[src/rtl/cam_pkg.sv]
// Frame buffer geometry and capture FSM states shared by the camera capture,
// display controller and frame buffer.
package cam_pkg;

    localparam int FB_WIDTH  = 320;
    localparam int FB_HEIGHT = 240;
    localparam int FB_PIXELS = 76800;
    localparam int FB_ADDR_W = 17;

    typedef enum logic [1:0] {
        WAIT_VS = 2'd0,
        VBLANK  = 2'd1,
        ACTIVE  = 2'd2
    } capture_state_t;

endpackage

[src/rtl/cam_byte_pair.sv]
// Pairs camera bytes into RGB565 pixels: first byte of a pair is the high byte.
// form_o/odd_o are combinational for the current edge; the pixel is registered.
module cam_byte_pair (
    input  logic        clk_i,
    input  logic        rst_n_i,
    input  logic        en_i,
    input  logic        href_i,
    input  logic [7:0]  din_i,
    output logic        form_o,
    output logic        odd_o,
    output logic        pix_valid_o,
    output logic [15:0] pix_data_o
);

    logic        phase_q, phase_d;
    logic [7:0]  hi_q, hi_d;
    logic        valid_q, valid_d;
    logic [15:0] pix_q, pix_d;

    // Phase toggle, high-byte latch and unpaired-byte detection
    always_comb begin
        phase_d = 1'b0;
        hi_d    = hi_q;
        valid_d = 1'b0;
        pix_d   = pix_q;
        form_o  = 1'b0;
        odd_o   = 1'b0;
        if (en_i) begin
            if (href_i) begin
                phase_d = ~phase_q;
                if (phase_q) begin
                    form_o  = 1'b1;
                    valid_d = 1'b1;
                    pix_d   = {hi_q, din_i};
                end else begin
                    hi_d = din_i;
                end
            end else begin
                odd_o = phase_q;
            end
        end else begin
            phase_d = 1'b0;
        end
    end

    // Pairing state register
    always_ff @(posedge clk_i) begin
        if (!rst_n_i) begin
            phase_q <= 1'b0;
            hi_q    <= 8'h00;
            valid_q <= 1'b0;
            pix_q   <= 16'h0000;
        end else begin
            phase_q <= phase_d;
            hi_q    <= hi_d;
            valid_q <= valid_d;
            pix_q   <= pix_d;
        end
    end

    assign pix_valid_o = valid_q;
    assign pix_data_o  = pix_q;

endmodule

[src/rtl/ov7670_capture.sv]
// OV7670 capture: vsync-framed FSM, linear write addressing into the frame
// buffer and per-frame status (done pulse, pixel count, overflow, odd byte).
module ov7670_capture
    import cam_pkg::*;
#(
    parameter int H_PIXELS = FB_WIDTH,
    parameter int V_LINES  = FB_HEIGHT,
    parameter int ADDR_W   = FB_ADDR_W
) (
    input  logic              PCLK,
    input  logic              Nreset,
    input  logic              capture_en,
    input  logic              vsync,
    input  logic              href,
    input  logic [7:0]        din,
    output logic              we,
    output logic [ADDR_W-1:0] waddr,
    output logic [15:0]       wdata,
    output logic              frame_done,
    output logic [ADDR_W-1:0] frame_pixels,
    output logic              overflow,
    output logic              odd_byte
);

    localparam logic [ADDR_W-1:0] NPIX = ADDR_W'(H_PIXELS * V_LINES);

    logic              s_vsync_q, s_href_q, vs_prev_q;
    logic [7:0]        s_din_q;
    capture_state_t    state_q, state_d;
    logic [ADDR_W-1:0] count_q, count_d;
    logic [ADDR_W-1:0] slot_addr_q, slot_addr_d;
    logic              slot_ok_q, slot_ok_d;
    logic              we_q, we_d;
    logic [ADDR_W-1:0] waddr_q, waddr_d;
    logic [15:0]       wdata_q, wdata_d;
    logic              done_q, done_d;
    logic [ADDR_W-1:0] fpix_q, fpix_d;
    logic              ovf_q, ovf_d;
    logic              odd_q, odd_d;

    logic              vs_rise_s, vs_fall_s, active_s;
    logic              form_s, odd_s, pix_valid_s;
    logic [15:0]       pix_data_s;

    assign vs_rise_s = s_vsync_q & ~vs_prev_q;
    assign vs_fall_s = ~s_vsync_q & vs_prev_q;
    assign active_s  = (state_q == ACTIVE);

    cam_byte_pair u_pair (
        .clk_i       (PCLK),
        .rst_n_i     (Nreset),
        .en_i        (active_s),
        .href_i      (s_href_q),
        .din_i       (s_din_q),
        .form_o      (form_s),
        .odd_o       (odd_s),
        .pix_valid_o (pix_valid_s),
        .pix_data_o  (pix_data_s)
    );

    // FSM, address slot allocation at pixel formation, write issue one cycle later
    always_comb begin
        state_d     = state_q;
        count_d     = count_q;
        slot_addr_d = slot_addr_q;
        slot_ok_d   = 1'b0;
        we_d        = pix_valid_s & slot_ok_q;
        waddr_d     = we_d ? slot_addr_q : waddr_q;
        wdata_d     = we_d ? pix_data_s : wdata_q;
        done_d      = 1'b0;
        fpix_d      = fpix_q;
        ovf_d       = ovf_q;
        odd_d       = odd_q | odd_s;

        if (form_s) begin
            if (count_q == NPIX) begin
                ovf_d = 1'b1;
            end else begin
                slot_ok_d   = 1'b1;
                slot_addr_d = count_q;
                count_d     = count_q + ADDR_W'(1);
            end
        end else begin
            slot_ok_d = 1'b0;
        end

        case (state_q)
            WAIT_VS: begin
                if (s_vsync_q) begin
                    state_d = VBLANK;
                end else begin
                    state_d = WAIT_VS;
                end
            end
            VBLANK: begin
                if (vs_fall_s && capture_en) begin
                    state_d = ACTIVE;
                    count_d = '0;
                    ovf_d   = 1'b0;
                    odd_d   = 1'b0;
                end else begin
                    state_d = VBLANK;
                end
            end
            ACTIVE: begin
                // count_d already includes a pixel formed on this same edge
                if (vs_rise_s) begin
                    state_d = VBLANK;
                    done_d  = 1'b1;
                    fpix_d  = count_d;
                end else begin
                    state_d = ACTIVE;
                end
            end
            default: begin
                state_d = WAIT_VS;
            end
        endcase
    end

    // Input synchronisation and all capture state
    always_ff @(posedge PCLK) begin
        if (!Nreset) begin
            s_vsync_q   <= 1'b0;
            s_href_q    <= 1'b0;
            s_din_q     <= 8'h00;
            vs_prev_q   <= 1'b0;
            state_q     <= WAIT_VS;
            count_q     <= '0;
            slot_addr_q <= '0;
            slot_ok_q   <= 1'b0;
            we_q        <= 1'b0;
            waddr_q     <= '0;
            wdata_q     <= 16'h0000;
            done_q      <= 1'b0;
            fpix_q      <= '0;
            ovf_q       <= 1'b0;
            odd_q       <= 1'b0;
        end else begin
            s_vsync_q   <= vsync;
            s_href_q    <= href;
            s_din_q     <= din;
            vs_prev_q   <= s_vsync_q;
            state_q     <= state_d;
            count_q     <= count_d;
            slot_addr_q <= slot_addr_d;
            slot_ok_q   <= slot_ok_d;
            we_q        <= we_d;
            waddr_q     <= waddr_d;
            wdata_q     <= wdata_d;
            done_q      <= done_d;
            fpix_q      <= fpix_d;
            ovf_q       <= ovf_d;
            odd_q       <= odd_d;
        end
    end

    assign we           = we_q;
    assign waddr        = waddr_q;
    assign wdata        = wdata_q;
    assign frame_done   = done_q;
    assign frame_pixels = fpix_q;
    assign overflow     = ovf_q;
    assign odd_byte     = odd_q;

endmodule
[config.mk]
export PLATFORM = sky130hd
export DESIGN_NAME = ov7670_capture
export DESIGN_NICKNAME = d
export VERILOG_FILES = /design/src/rtl/cam_pkg.sv /design/src/rtl/cam_byte_pair.sv /design/src/rtl/ov7670_capture.sv
export SDC_FILE = /design/constraint.sdc
export NUM_CORES = 1
export LEC_CHECK = 0
export ABC_AREA = 1
export CAP_MARGIN = 40
export CORE_MARGIN = 4
export CORE_UTILIZATION = 45
export CTS_CLUSTER_DIAMETER = 60
export DETAILED_ROUTE_END_ITERATION = 8
export HOLD_SLACK_MARGIN = 0.02
export PLACE_DENSITY = 0.68
export SKIP_CTS_REPAIR_TIMING = 1
export SLEW_MARGIN = 10
export SYNTH_ARGS = -nofsm -noshare
export SYNTH_HDL_FRONTEND = slang
export SYNTH_SLANG_ARGS = --single-unit
[constraint.sdc]
create_clock -name PCLK -period 2.2 [get_ports PCLK]
set_input_delay 0.44 -clock PCLK [delete_from_list [all_inputs] [get_ports PCLK]]
set_output_delay 0.44 -clock PCLK [all_outputs]
set_load 0.05 [all_outputs]
# Word level (Yosys, flattened, before mapping)

Cells that the tools add are included.

Input port bits: 13
Output and inout port bits: 54
Register bits: 128

Muxes and demuxes: 21
Reduce and logical (&&, ||, !) cells: 9
Bitwise operators: 8
Add/sub/neg operators: 1
Equal/unequal tests: 3

Operators by type and width:

| operator              | number |
|---|---|
| $mux 17               | 4 |
| $add 17x1->17 const B | 1 |
| $eq 17x17->1 const B  | 1 |
| $mux 1                | 14 |
| $reduce_and 3->1      | 3 |
| $reduce_and 2->1      | 4 |
| $pmux 2 s3            | 1 |
| $mux 2                | 2 |
| $not 1->1             | 4 |
| $and 1x1->1           | 3 |
| $eq 2x1->1 const B    | 1 |
| $eq 2x2->1 const B    | 1 |
| $logic_not 2->1       | 1 |
| $logic_and 1x1->1     | 1 |
| $or 1x1->1            | 1 |

# Depth between registers and ports, before layout

Gate-level depths: netlist of the first run.

Word-level depth: 6
Gate-level depth with buffers: 11

# By module

A second synthesis of the first run with hierarchy kept.

Cells, all modules: 708
Area, all modules: 5,108.6 µm²

By module, submodules not included:

| module         | instances | cells an instance | area each (µm²) | seq. area each (µm²) |
|---|---|---|---|---|
| ov7670_capture | 1         | 546               | 4,037.6         | 2,042.0 |
| cam_byte_pair  | 1         | 162               | 1,071.0         | 520.5 |

# Worst setup path after synthesis of the first run

No wires, ideal clock.

Path kind: input port to flip-flop
Start: in Nreset
End: reg slot_ok_q
Cell stages on the path: 5
Slack: 764 ps
Path buffers: 3
Arrival time: 1,308 ps
Cells stage by stage: clkbuf_1 -> inv_1 -> clkbuf_1 -> buf_1 -> nor2_1

Cells in the longest elaborated chain, start to end: 1

Ends and longest elaborated chain:

| what                              | line                  | source |
|---|---|---|
| start, declared                   | ov7670_capture.sv:11  | `input logic Nreset,` |
| $reduce_and 2->1 (no source line) | -                     |  |
| end signal, assigned              | ov7670_capture.sv:147 | `slot_ok_q <= slot_ok_d;` |
| end, declared                     | ov7670_capture.sv:32  | `logic slot_ok_q, slot_ok_d;` |

No other way between the ends.
A chain may end at the register's enable or synchronous reset.

# Worst setup path in the final report of the first run

Start: reg ovf_q, in the netlist overflow
End: out overflow

RTL lines:

| what                   | line                  | source |
|---|---|---|
| start, declared        | ov7670_capture.sv:38  | `logic ovf_q, ovf_d;` |
| start signal, assigned | ov7670_capture.sv:153 | `ovf_q <= ovf_d;` |
| end, declared          | ov7670_capture.sv:21  | `output logic overflow,` |

No word-level cell between the ends.

==> out/qor.yml, run 1 <==
finalNetCount: 744
portBuffers: 66
clockBufferDepth: 2
cts_tree: "done"
chipWidth_um: 112
synth_cells: 665
slew_viol_final: 0
cp-start-kind: "flip-flop"
synth_top_area_frac: 0.522
die_y_um: 112
final_cells: 878
synth_area_leaders: "dfxtp_1 (52%), nor2_1 (12%), nand2_1 (7.9%)"
layout_common_cells: "nor2_1 (155), dfxtp_1 (128), nand2_1 (104)"
powerDensity_nw_per_um2: 845
clkTransAtPathRegs_ns: 0.06
vias: 4362
ir_drop_mv: 0.473
wire_per_inst_um: 12.9
grt_max_degree: 56
cp_cell_sequence: "clkdlybuf4s50_1"
crit_type: "flip-flop to primary output"
syn_area_sq_um: 4910
drcViolationCount: 0
fin_crit_sh: 0.976
clockRootBuffer: "clkbuf_8"
wl_met2_mm: 4.88
critPathMaxFanout: 2
status: "complete, no violations"
overflow: 0
holdPathStages: 3
clock-skew-final_ns: 0.00612
multi_input_area_sq_um: 1980
layout_commonest_cell: "nor2_1"
placed_cells: 846
core_sq_um: 10500
synth_nets: 680
viasPerCell: 4.97
diodes: 0
cts_made_buffers: 17
dieArea_sq_um: 12600
wl_met3_um: 578
critPathMaxStageDelay_ns: 0.83
place_congestion: 0.875
wl_met1_mm: 5.72
ys_ff_latch: 128
seq_area_frac_synth: 0.522
grt_first_pass_wirelength_mm: 19.4
drive_above_1_share: 0.0741
cp.required_ns: 1.76
drt-initial-drc-count: 248
fillers: 988
clk_latency_ns: 0.51
tightest_slew_ns: 0.582
pin_count: 67
hpwl_mm: 7.76
ctsHtreeMaxLevel: 4
report.final.hold_viol_count: 0
min_path_type: "input pin to flip-flop"
rsz0062_at_grt: "no"
crit_family: "buffers and inverters"
max-cap-violations: 0
setup-tns-final_ns: 0
maxSlewHeadroom: 0.611
start_util: 0.469
avgSynthCellArea_sq_um: 7.38
rows: 37
ys_warn_count: 0
ys_types: 27
drtAntennaViolNets: 0
top_layer: "met4"
hp-start: "Nreset"
fmax_mhz: 466
antenna_found_initial: 0
yosysTopAreaCell: "dfxtp_1"
r2r_start: "count_q[1]$_SDFF_PN0_"
area_delta_synth_final_pct: 28.8
period_needed_ns: 2.15
clkSinkCount: 128
grt_pass1_vias: 4092
cp_num_buf_inv: 1
seq_area_sq_um: 2560
setup_viol: 0
wl_mm: 11.3
critPathLaunch: "overflow$_SDFF_PN0_"
cp_data_arrival_time_ns: 1.71
grt_util_all_layers: 0.185
worst-path-stages: 1
rr_worst_depth: 9
end_kind: "primary output"
cellLeakagePower_uw: 0.00260
cp_slowest_cell: "clkdlybuf4s50_1"
firstDrtPassIters: 5
## synthesized netlist by cell type (all sizes together)
library cell,n
nand2,107
dfxtp,128
xnor2,3
xor2,4
nor3,4
a21oi,46
nor2,157
buf,12
clkbuf,22
o211ai,2
inv,59
o21ai,70
nand4,7
nand3,40
ha,2
clkinv,1
a31oi,1
## stage by stage
stage | power [uW] | hold WS, ns | cell area [sq um] | utilization | setup slack, ns
4_1_cts | 5400 | 0.229 | 6320 | 0.604 | 0.0366
3_5_place_dp | 2490 | 0.450 | 5700 | 0.545 | 0.512
6_report | 5340 | 0.237 | 6320 | 0.604 | 0.0529
2_1_floorplan | 2450 | 0.430 | 4910 | - | 0.764
5_1_grt | 5530 | 0.242 | 6320 | 0.604 | 0.00547
3_3_place_gp | 2490 | 0.446 | 5700 | 0.545 | 0.544
## registers in the layout, indices dropped and copies added (netlist names), 2 cells and up
name / flops
count_q: 17
frame_pixels: 17
s_din_q: 8
slot_addr_q: 17
state_q: 2
u_pair.hi_q: 8
u_pair.pix_data_o: 16
waddr: 17
wdata: 16
## layer usage
metal	GRT usage	up-vias
li1	-	2248
met1	0.259	1981
met2	0.282	115
met3	0.0431	18
met4	0.0633	0
met5	0	-
## tightest hold or removal path: cells and delay by family
kind | cells | cell delay, ns
buf+inv | 2 | 0.19
simple gates | 1 | 0.07
## where the power goes
group | leakage (uW) | switching, uW | internal, uW
logic | 0.00127 | 60.1 | 39.8
registers | 0.00103 | 7.13 | 2330
clock network | 0.000297 | 1050 | 1860
total | 0.00260 | 1110 | 4230
## cells by family after synthesis
kind of cell             synth area share
AND/OR/NAND/NOR                     0.262
adder cells (fa/ha/maj)           0.00509
buffers and inverters              0.0762
flip-flops                          0.522
XOR/XNOR                           0.0125
AO/OA/AOI/OAI                       0.123
## layout make-up
| class | instances | share of cell area |
|---|---|---|
| Clock buffer | 18 | 0.0661 |
| Tap cell | 136 | 0.0269 |
| Multi-Input combinational cell | 443 | 0.313 |
| Clock inverter | 14 | 0.0324 |
| Timing Repair Buffer | 79 | 0.121 |
| Sequential cell | 128 | 0.405 |
| Inverter | 60 | 0.0356 |
## worst paths after layout
check	slack, ns	to
worst max-delay path	0.05	overflow
worst min-delay path	0.24	s_href_q$_SDFF_PN0_
worst max register to register	0.48	frame_pixels[0]$_SDFFE_PN0N_
worst min register to register	0.45	waddr[1]$_SDFFE_PN0P_
Note: power is estimated with default switching activity, not from simulation.
==> run 2, diff against run 1 <==
- RECOVER_POWER: default -> 50
==> run 2 against run 1 <==
  * Clock skew barely moved
  * Largest cell class unchanged
  * Routed wire length rose by 0.23%
  * Clock power barely moved
  * Utilization fell by 0.35 points
  * Via count fell by 0.80%
  * Total power fell by 0.19%
  * Maximum frequency rose by 0.13%
  * Critical path depth did not move
  * Final cell count did not move
  * Combinational power fell by 6.8%
==> out/qor.yml, run 2 (synthesized netlist as in run 1, its figures left out) <==
hp-start: "Nreset"
layout_common_cells: "nor2_1 (155), dfxtp_1 (128), nand2_1 (104)"
vias: 4327
start_util: 0.469
critPathMaxFanout: 2
firstDrtPassIters: 5
top_layer: "met4"
layout_commonest_cell: "nor2_1"
finalNetCount: 744
end_kind: "primary output"
report.final.hold_viol_count: 0
critPathMaxStageDelay_ns: 0.83
core_sq_um: 10500
cp_cell_sequence: "clkdlybuf4s50_1"
pin_count: 67
ir_drop_mv: 0.471
cts_made_buffers: 17
powerDensity_nw_per_um2: 848
wire_per_inst_um: 12.9
cp.required_ns: 1.76
overflow: 0
cp-start-kind: "flip-flop"
grt_first_pass_wirelength_mm: 19.4
ff2ff_setup_slack_ns: 0.32
viasPerCell: 4.93
drcViolationCount: 0
cp_num_buf_inv: 1
dieArea_sq_um: 12600
grt_max_degree: 56
clockRootBuffer: "clkbuf_8"
max-cap-violations: 0
fmax_mhz: 466
drive_above_1_share: 0.0633
diodes: 0
chipWidth_um: 112
fin_crit_sh: 0.975
post-route-cell-area_sq_um: 6290
ctsHtreeMaxLevel: 4
wl_mm: 11.4
period_needed_ns: 2.14
cp_slowest_cell: "clkdlybuf4s50_1"
cp_data_arrival_time_ns: 1.70
cellLeakagePower_uw: 0.00258
tightest_slew_ns: 1.05
grt_util_all_layers: 0.185
drtAntennaViolNets: 0
area_delta_synth_final_pct: 28.0
grt_pass1_vias: 4092
place_area_sq_um: 5700
r2r_start: "state_q[0]$_SDFF_PN0_"
crit_type: "flip-flop to primary output"
holdPathStages: 3
clk_latency_ns: 0.51
clock-skew-final_ns: 0.00625
wl_met2_mm: 4.97
die_y_um: 112
setup-tns-final_ns: 0
clkSinkCount: 128
wl_met1_mm: 5.76
slew_viol_final: 0
crit_family: "buffers and inverters"
setup_viol: 0
place_congestion: 0.875
clkTransAtPathRegs_ns: 0.06
rsz0062_at_grt: "no"
wl_met3_um: 545
cts_tree: "done"
hpwl_mm: 7.76
maxSlewHeadroom: 0.299
min_path_type: "input pin to flip-flop"
drt-initial-drc-count: 238
rows: 37
critPathLaunch: "overflow$_SDFF_PN0_"
timing.rr.end: "frame_pixels[4]$_SDFFE_PN0N_"
clockBufferDepth: 2
status: "complete, no violations"
antenna_found_initial: 0
min_delay_worst_endpoint: "s_din_q[1]$_SDFF_PN0_"
portBuffers: 66
rr_worst_depth: 8
[run 2: worst max path at each step]
| stage | endpoint | slack (ns) | cells after the start |
|---|---|---|---|
| 3_5_place_dp | frame_pixels[0]$_SDFFE_PN0N_ | 0.51 | 9 |
| 2_1_floorplan | slot_ok_q$_SDFF_PN0_ | 0.76 | 5 |
| 3_3_place_gp | frame_pixels[9]$_SDFFE_PN0N_ | 0.54 | 9 |
| 4_1_cts | overflow | 0.04 | 1 |
| 5_1_grt | frame_pixels[14] | 0.005 | 1 |
| 6_report | overflow | 0.06 | 1 |
[run 2: worst register-to-register path, stage by stage, from the launching register on]
cell      delay [ns]
dfxtp_1         0.31
inv_1           0.07
nand2_2         0.13
nor3_4          0.06
inv_1           0.76
nand2_1         0.18
nand3_1         0.15
o211ai_1        0.09
inv_1           0.08
[run 2: through the flow]
step           hold WS (ns)  worst slack (ns)  instances  total power (uW)   util
3_5_place_dp          0.450             0.512        846              2490  0.545
6_report              0.325            0.0556        878              5330  0.601
3_3_place_gp          0.446             0.544        846              2490  0.545
5_1_grt               0.358           0.00547        878              5520  0.601
2_1_floorplan         0.430             0.764        665              2450      -
4_1_cts               0.229            0.0366        878              5400  0.604
[run 2: cell type report]
type	instances	area (sq um)
Tap cell	136	170
Multi-Input combinational cell	443	1970
Sequential cell	128	2560
Inverter	60	225
Fill cell	997	4180
Clock buffer	18	418
Clock inverter	14	205
Timing Repair Buffer	79	734
[run 2: layer usage]
metal,vias to the layer above,track usage
met5,-,0
li1,2245,-
met1,1976,0.259
met4,0,0.0633
met3,9,0.0431
met2,97,0.282
[run 2: power by group]
part / switching (uW) / internal, uW / total (uW)
sequential: 6.87 / 2330 / 2340
combinational: 59.7 / 33.5 / 93.1
clock: 1040 / 1860 / 2900
